===== config.mk =====
export PLATFORM = sky130hd
export DESIGN_NAME = vedic_div_16by8
export DESIGN_NICKNAME = d
export VERILOG_FILES = /design/src/rtl/vedic_arith_pkg.sv /design/src/rtl/div_step.sv /design/src/rtl/vedic_div_16by8.sv
export SDC_FILE = /design/constraint.sdc
export NUM_CORES = 1
export LEC_CHECK = 0
export CAP_MARGIN = 15
export CORE_MARGIN = 3
export CORE_UTILIZATION = 30
export CTS_BUF_LIST = sky130_fd_sc_hd__clkbuf_2 sky130_fd_sc_hd__clkbuf_4 sky130_fd_sc_hd__clkbuf_8
export DETAILED_ROUTE_END_ITERATION = 10
export SYNTH_ARGS = -nofsm -noshare
export SYNTH_HDL_FRONTEND = slang
export SYNTH_SLANG_ARGS = --single-unit

===== constraint.sdc =====
create_clock -name clk -period 2.75 [get_ports clk]
set_input_delay 0.55 -clock clk [delete_from_list [all_inputs] [get_ports clk]]
set_output_delay 0.55 -clock clk [all_outputs]
set_load 0.1 [all_outputs]

===== src/rtl/vedic_arith_pkg.sv =====
// Shared definitions for the Vedic arithmetic datapath: divider FSM states,
// default operand width and a constant-evaluable ceiling-log2 helper.
package vedic_arith_pkg;

   typedef enum logic [1:0] {
      IDLE,
      CALC,
      DONE
   } div_state_t;

   localparam int DW_DEFAULT = 8;

   // Ceiling log2, used to size the iteration counter at elaboration time.
   function automatic int clog2(input int value);
      int result;
      result = 0;
      for (int v = value - 1; v > 0; v = v >> 1) begin
         result++;
      end
      return result;
   endfunction

endpackage


===== src/rtl/div_step.sv =====
// One restoring-division iteration: shift the next dividend bit into the
// partial remainder, trial-subtract the divisor, keep the result if it fits.
// Purely combinational so it can be chained to retire several bits per cycle.
module div_step #(
   parameter int DW = 8
) (
   input  logic [DW-1:0] r_in,
   input  logic          q_msb,
   input  logic [DW-1:0] d,
   output logic [DW-1:0] r_out,
   output logic          q_bit
);

   logic [DW:0] trial;

   // Trial subtraction; the compare needs the full DW+1 bit trial value.
   always_comb begin
      trial = {r_in, q_msb};
      q_bit = (trial >= {1'b0, d});
      // When the subtract is taken the exact result is below d, so it fits in
      // DW bits and the low DW bits of the wrapped difference are exact.
      r_out = q_bit ? (trial[DW-1:0] - d) : trial[DW-1:0];
   end

endmodule


===== src/rtl/vedic_div_16by8.sv =====
// Sequential restoring divider: 2*DW-bit dividend by DW-bit divisor, one
// quotient bit per clock, valid/ready on both sides. Divide-by-zero returns
// an all-ones quotient and the low dividend byte as remainder.
module vedic_div_16by8
   import vedic_arith_pkg::*;
#(
   parameter int DW = DW_DEFAULT
) (
   input  logic            clk,
   input  logic            rst_n,
   input  logic            in_valid,
   output logic            in_ready,
   input  logic [2*DW-1:0] dividend,
   input  logic [DW-1:0]   divisor,
   output logic            out_valid,
   input  logic            out_ready,
   output logic [2*DW-1:0] quotient,
   output logic [DW-1:0]   remainder,
   output logic            div_by_zero
);

   localparam int CW = clog2(2 * DW) + 1;

   div_state_t      state, state_next;
   logic [2*DW-1:0] q_reg;
   logic [DW-1:0]   d_reg;
   // Partial remainder is always below the divisor between iterations, so DW
   // bits hold it; the DW+1 bit trial value lives inside div_step.
   logic [DW-1:0]   r_reg;
   logic [CW-1:0]   cnt;
   logic            dbz_reg;
   logic [DW-1:0]   r_next;
   logic            q_bit;

   div_step #(.DW(DW)) u_step (
      .r_in  (r_reg),
      .q_msb (q_reg[2*DW-1]),
      .d     (d_reg),
      .r_out (r_next),
      .q_bit (q_bit)
   );

   // State register.
   // NOTE: sequential state uses non-blocking assignments so every register
   // samples the pre-edge values regardless of block ordering.
   always_ff @(posedge clk or negedge rst_n) begin
      if (!rst_n) begin
         state <= IDLE;
      end else begin
         state <= state_next;
      end
   end

   // Next-state and handshake decode.
   // NOTE: every output of this block gets a default first so no path leaves
   // it unassigned, which would otherwise infer a latch.
   always_comb begin
      state_next = state;
      in_ready   = 1'b0;
      out_valid  = 1'b0;
      case (state)
         IDLE: begin
            in_ready = 1'b1;
            if (in_valid) begin
               state_next = (divisor == '0) ? DONE : CALC;
            end
         end
         CALC: begin
            if (cnt == CW'(1)) begin
               state_next = DONE;
            end
         end
         DONE: begin
            out_valid = 1'b1;
            if (out_ready) begin
               state_next = IDLE;
            end
         end
         default: state_next = IDLE;
      endcase
   end

   // Operand capture, iteration and result hold.
   // NOTE: these are a handful of datapath flops, not a memory array, so they
   // are reset to give the defined all-zero outputs straight out of reset.
   always_ff @(posedge clk or negedge rst_n) begin
      if (!rst_n) begin
         q_reg   <= '0;
         d_reg   <= '0;
         r_reg   <= '0;
         cnt     <= '0;
         dbz_reg <= 1'b0;
      end else begin
         case (state)
            IDLE: begin
               if (in_valid) begin
                  d_reg <= divisor;
                  cnt   <= CW'(2 * DW);
                  if (divisor == '0) begin
                     q_reg   <= '1;
                     r_reg   <= dividend[DW-1:0];
                     dbz_reg <= 1'b1;
                  end else begin
                     q_reg   <= dividend;
                     r_reg   <= '0;
                     dbz_reg <= 1'b0;
                  end
               end
            end
            CALC: begin
               q_reg <= {q_reg[2*DW-2:0], q_bit};
               r_reg <= r_next;
               cnt   <= cnt - CW'(1);
            end
            DONE: begin
               if (out_ready) begin
                  dbz_reg <= 1'b0;
               end
            end
            default: ;
         endcase
      end
   end

   assign quotient    = q_reg;
   assign remainder   = r_reg;
   assign div_by_zero = dbz_reg;

endmodule


Yosys cells after proc, flatten, opt, wreduce, memory -nomap -nowiden. Cells that the tools add are included.

Flip-flop bits (word level): 40. Output and inout port bits: 27.

$add $sub $neg: 2. Order comparisons: 1. Equal/unequal tests: 6. Mux-type cells: 20. Reductions and logical operators: 8.

Operators by type and width (count): $mux W16 (2); $pmux W16 S2 (1); $mux W8 (3); $pmux W8 S2 (1); $pmux W5 S2 (1); $ge A9 B8 Y1 (1); $logic_not A8 Y1 (1); $mux W2 (4); $sub A8 B8 Y8 (1); $ne A2 B2 Y1 const B (3); $pmux W2 S3 (1); $reduce_and A3 Y1 (2); $eq A5 B1 Y1 const B (1); $mux W1 (5); $mux W5 (1); $sub A5 B1 Y5 const B (1); $reduce_and A2 Y1 (2); $reduce_bool A2 Y1 (2); $eq A2 B1 Y1 const B (1); $eq A2 B2 Y1 const B (1); $logic_not A2 Y1 (1); $pmux W1 S2 (1).

Depth between registers and ports, before layout.
Word-level depth: 4. Mapped depth: 8.

Hierarchy. From an unflattened synthesis, not the netlist that was laid out.

Cell total of the unflattened synthesis: 273. Area total of the unflattened synthesis: 2695.1 µm².

Modules (own cells, without submodules): vedic_div_16by8 (times used 1, cells each 207, area each 2155.8 µm², sequential area each 1001.0 µm²); div_step (times used 1, cells each 66, area each 539.3 µm², sequential area each 0.0 µm²).

Least setup slack after synthesis. Ideal clock, no wire load.

Path type: reg-to-reg. From: register r_reg[0], in the netlist remainder[0]. To: register r_reg[6], in the netlist remainder[6]. Setup time: 0.126 ns. Arrival time: 2.478 ns. Path slack: 0.145 ns. Stages on the path, launching flop included: 8. Buffers on the path: 0. Period minus slack after synthesis: 2.605 ns. Cell sequence: dfrtp_1 inv_1 fa_1 nand2b_1 a21oi_1 mux2i_1 a211oi_1 a311o_1.

Longest elaborated chain between the ends: 3.

Ends and longest elaborated chain: from (decl) (line vedic_div_16by8.sv:29) `logic [DW-1:0] r_reg;`; from (signal assigned) (line vedic_div_16by8.sv:101) `r_reg <= dividend[DW-1:0];`; from (signal assigned) (line vedic_div_16by8.sv:112) `r_reg <= r_next;`; $sub A8 B8 Y8 / $ge A9 B8 Y1 (equally long branches) (line div_step.sv:22, div_step.sv:19); $mux W8 (*) (line div_step.sv:22) `r_out = q_bit ? (trial[DW-1:0] - d) : trial[DW-1:0];`; $pmux W8 S2 (*) (line vedic_div_16by8.sv:94) `case (state)`.

Every way passes the cells marked *; elsewhere a longest branch is shown, timed or not. A chain may end at the register's enable or synchronous reset.

Worst setup path in the final report.
From: register q_reg[15], in the netlist quotient[15]. To: register r_reg[6], in the netlist remainder[6].

Longest elaborated chain between the ends: 3.

Ends and longest elaborated chain: from (decl) (line vedic_div_16by8.sv:25) `logic [2*DW-1:0] q_reg;`; from (signal assigned) (line vedic_div_16by8.sv:104) `q_reg <= dividend;`; from (signal assigned) (line vedic_div_16by8.sv:111) `q_reg <= {q_reg[2*DW-2:0], q_bit};`; $sub A8 B8 Y8 / $ge A9 B8 Y1 (equally long branches) (line div_step.sv:22, div_step.sv:19); $mux W8 (*) (line div_step.sv:22); $pmux W8 S2 (*) (line vedic_div_16by8.sv:94).

Marked as above.

==> key figures <==
Setup path
  • Worst stage delay on the critical path: about 420 ps
  • Crit path launch type: flop
  • Crit-path max FO: 4
  • Crit end category: flop
  • Cells along the critical path: inv_1 > ha_1 > fa_1 > nand2b_1 > a21oi_1 > mux2i_1 > a211oi_1 > a311o_1
  • Number of buffer and inverter stages on the critical path: 1
  • Cell type group with the largest total delay on the critical path: compound AO/OA/AOI/OAI gates
  • Standard cell with the maximum stage delay on the critical path: sky130_fd_sc_hd__dfrtp_1
  • Arrival time worst endpoint: between 2000 and 2500 ps
  • Required time reported for the critical path endpoint: around 2900 ps
  • Critical Setup Path Class: reg -> reg

STA
  • Maximum achievable frequency: 442 MHz
  • Summed negative setup slack over all endpoints: 0 ps
  • Max transition margin: 0.391
  • Endpoints failing setup: 0
  • Clock period minus final worst setup slack: ~2300 ps
  • RSZ-0062 raised after global routing: false
  • Post-Route Hold Slack: just under 400 ps
  • Tightest Pin Transition: ~910 ps
  • Share of the clock period used by the worst path after layout: 0.823
  • Layout Skew: 8.12 ps
  • Slew Limit Fails: 0
  • Fin. Hold Viols: 0

GRT
  • Maximum number of pins on one net before global-route repair: 41
  • Number of antenna violations at the first check in global routing: 0
  • GRT Overall Usage: 0.147
  • Overflow left after global routing: 0
  • Via count of the first global-routing pass: between 2k and 2.5k
  • First-pass GRT wire length: approximately 10,000 µm

Placement
  • Routability-driven placement congestion ratio: approximately 0.80
  • Estimated wirelength of the detail-placed design: roughly 4600 µm
  • Dpl cell area: just under 3000 µm²
  • Total of buffers placed on input and output ports: 54

Clock tree
  • Post-CTS repair timing setup buffer count: 0
  • H-tree lvl count: 2
  • TritonCTS clock tree: done
  • Deepest clock path buffer count: 2
  • Clock latency on the worst-skew pair: 300 ps
  • Quantity of hold-fixing buffers added after cts: 0
  • Inserted Clock Buffers: 5
  • Clock-pin slew reported for the worst setup and hold paths after clock tree synthesis: about 80 ps
  • Total of cells resized after clock tree synthesis: 0
  • Cell at the root of the clock tree: sky130_fd_sc_hd__clkbuf_8
  • Clock sink total: 40

Final layout
  • Max FFs per register: 16
  • Share of cells above drive strength 1: 0.154
  • Final antenna diode count: 0
  • Post-synthesis to final-layout area growth: 31.6%
  • Nets@finish: between 300 and 400
  • Final instance area: about 3000 µm²
  • Finished Core Util: 0.413

Drt
  • Total via count after detailed routing: roughly 2.1k
  • Antenna-violating nets left: 0
  • Number of DRC markers in iteration 0: 81
  • Number of optimization iterations in the first detailed-route pass: 4
  • Average wire per standard cell: around 15 µm
  • Total DRC errors in the routed layout: 0
  • Mean number of vias per cell: between 4 and 5
  • Total Wirelength: ~6100 µm

Synthesis
  • Yosys synthesis warning count: 0
  • Library cell occupying the most area in the post-synthesis netlist: sky130_fd_sc_hd__dfrtp_1
  • Distinct cell type count after synthesis: 42
  • Average instance area after synthesis: between 8 and 9 µm²
  • Synth async-reset ratio: 1.00
  • Net count after synthesis: 307
  • Number of instances in the synthesized netlist: 268
  • Synth area leaders: sky130_fd_sc_hd__dfrtp_1 (44%), sky130_fd_sc_hd__nand2_1 (6.2%), sky130_fd_sc_hd__ha_1 (5.4%)
  • Yosys top cell area share: 0.435
  • Count of flip-flops with a built-in enable after synthesis: 0
  • Post-synthesis sequential area ratio: 0.435
  • Synthesized area: 2300 µm²
  • Dominant synthesized flop cell: sky130_fd_sc_hd__dfrtp_1
  • Number of register bits inferred by synthesis: 40

Floorplan
  • CORE AREA: ~7300 µm²
  • Die Width: between 90 and 100 µm
  • Initial Util: 0.314
  • Die Footprint: 8750 µm²
  • # IOs: between 50 and 60
  • Number of placement rows: 31
  • Height of the chip: about 94 µm

Min path
  • Type of the worst min-delay path: in -> async

Job
  • Max-cap violation count: 0

Run status
  • Result of the run: finished, final reports clean
[logic make-up after synthesis]
| family | share of synthesized area |
|---|---|
| compound gates | 0.215 |
| mux | 0.00871 |
| buf+inv | 0.0560 |
| simple gates | 0.199 |
| flops | 0.435 |
| fa+ha+maj | 0.0631 |
| xor+xnor | 0.0229 |
[metal layers]
layer / vias up / track usage / share of wire / routed length, µm
li1: 1051 / - / - / -
met1: 978 / 0.199 / 0.49 / 3000
met2: 58 / 0.238 / 0.45 / 2790
met3: 4 / 0.0354 / 0.052 / 321
met4: 0 / 0.0373 / 0.0075 / 46
met5: - / 0 / 0 / 0
[layout by cell type, fill, tap and decap left out, types with 3 or more instances in the layout]
master,count
sky130_fd_sc_hd__ha_1,10
sky130_fd_sc_hd__buf_4,37
sky130_fd_sc_hd__dfrtp_1,40
sky130_fd_sc_hd__clkbuf_8,5
sky130_fd_sc_hd__clkdlybuf4s50_1,26
sky130_fd_sc_hd__nand2_1,38
sky130_fd_sc_hd__nand3_1,4
sky130_fd_sc_hd__a22oi_1,8
sky130_fd_sc_hd__inv_1,16
sky130_fd_sc_hd__nand2b_1,4
sky130_fd_sc_hd__xor2_1,3
sky130_fd_sc_hd__o21ai_0,24
sky130_fd_sc_hd__xnor2_1,3
sky130_fd_sc_hd__a21oi_1,10
sky130_fd_sc_hd__o22ai_1,3
sky130_fd_sc_hd__nor2b_1,4
sky130_fd_sc_hd__nor3_1,13
sky130_fd_sc_hd__o31ai_1,7
sky130_fd_sc_hd__a311o_1,5
sky130_fd_sc_hd__a311oi_1,3
sky130_fd_sc_hd__nor2_1,33
[area by class of cell]
| type | instances | area (µm²) |
|---|---|---|
| Clock buffer | 5 | 68.8 |
| Fill cell | 726 | 4300 |
| Sequential cell | 40 | 1000 |
| Tap cell | 99 | 124 |
| Multi-Input combinational cell | 197 | 1170 |
| Timing Repair Buffer | 64 | 543 |
| Clock inverter | 2 | 60.1 |
| Inverter | 16 | 60.1 |
[Yosys cell counts, types with 4 or more instances]
library cell,number
sky130_fd_sc_hd__a311o_1,5
sky130_fd_sc_hd__nand2b_1,4
sky130_fd_sc_hd__nand3_1,4
sky130_fd_sc_hd__clkbuf_1,7
sky130_fd_sc_hd__ha_1,10
sky130_fd_sc_hd__a22oi_1,8
sky130_fd_sc_hd__a21oi_1,10
sky130_fd_sc_hd__nor2b_1,4
sky130_fd_sc_hd__dfrtp_1,40
sky130_fd_sc_hd__nor2_1,33
sky130_fd_sc_hd__o21ai_0,24
sky130_fd_sc_hd__inv_1,16
sky130_fd_sc_hd__nand2_1,38
sky130_fd_sc_hd__buf_2,7
sky130_fd_sc_hd__nor3_1,13
sky130_fd_sc_hd__o31ai_1,7
[per-stage QoR]
step	setup slack, ps	cells
2_1_floorplan	145	268
3_3_place_gp	355	416
3_5_place_dp	313	416
4_1_cts	502	423
5_1_grt	388	423
6_report	487	423
[path summary, 6_finish.rpt]
| path | end | startpoint | slack [ps] | cells after the start |
|---|---|---|---|---|
| worst max-delay path | remainder[6] | quotient[15] | 490 | 8 |
| worst min-delay path | d_reg[4] | rst_n | 390 | 1 |
| worst max register to register | remainder[6] | quotient[15] | 490 | 8 |
| worst min register to register | d_reg[0] | d_reg[0] | 480 | 2 |
| max in group asynchronous | remainder[7] | rst_n | 1800 | 1 |
| min in group clk | d_reg[0] | d_reg[0] | 480 | 2 |
Power is left out: the tool's default activity adds up to more than one toggle a clock period on the data nets, which glitch-free logic cannot reach.
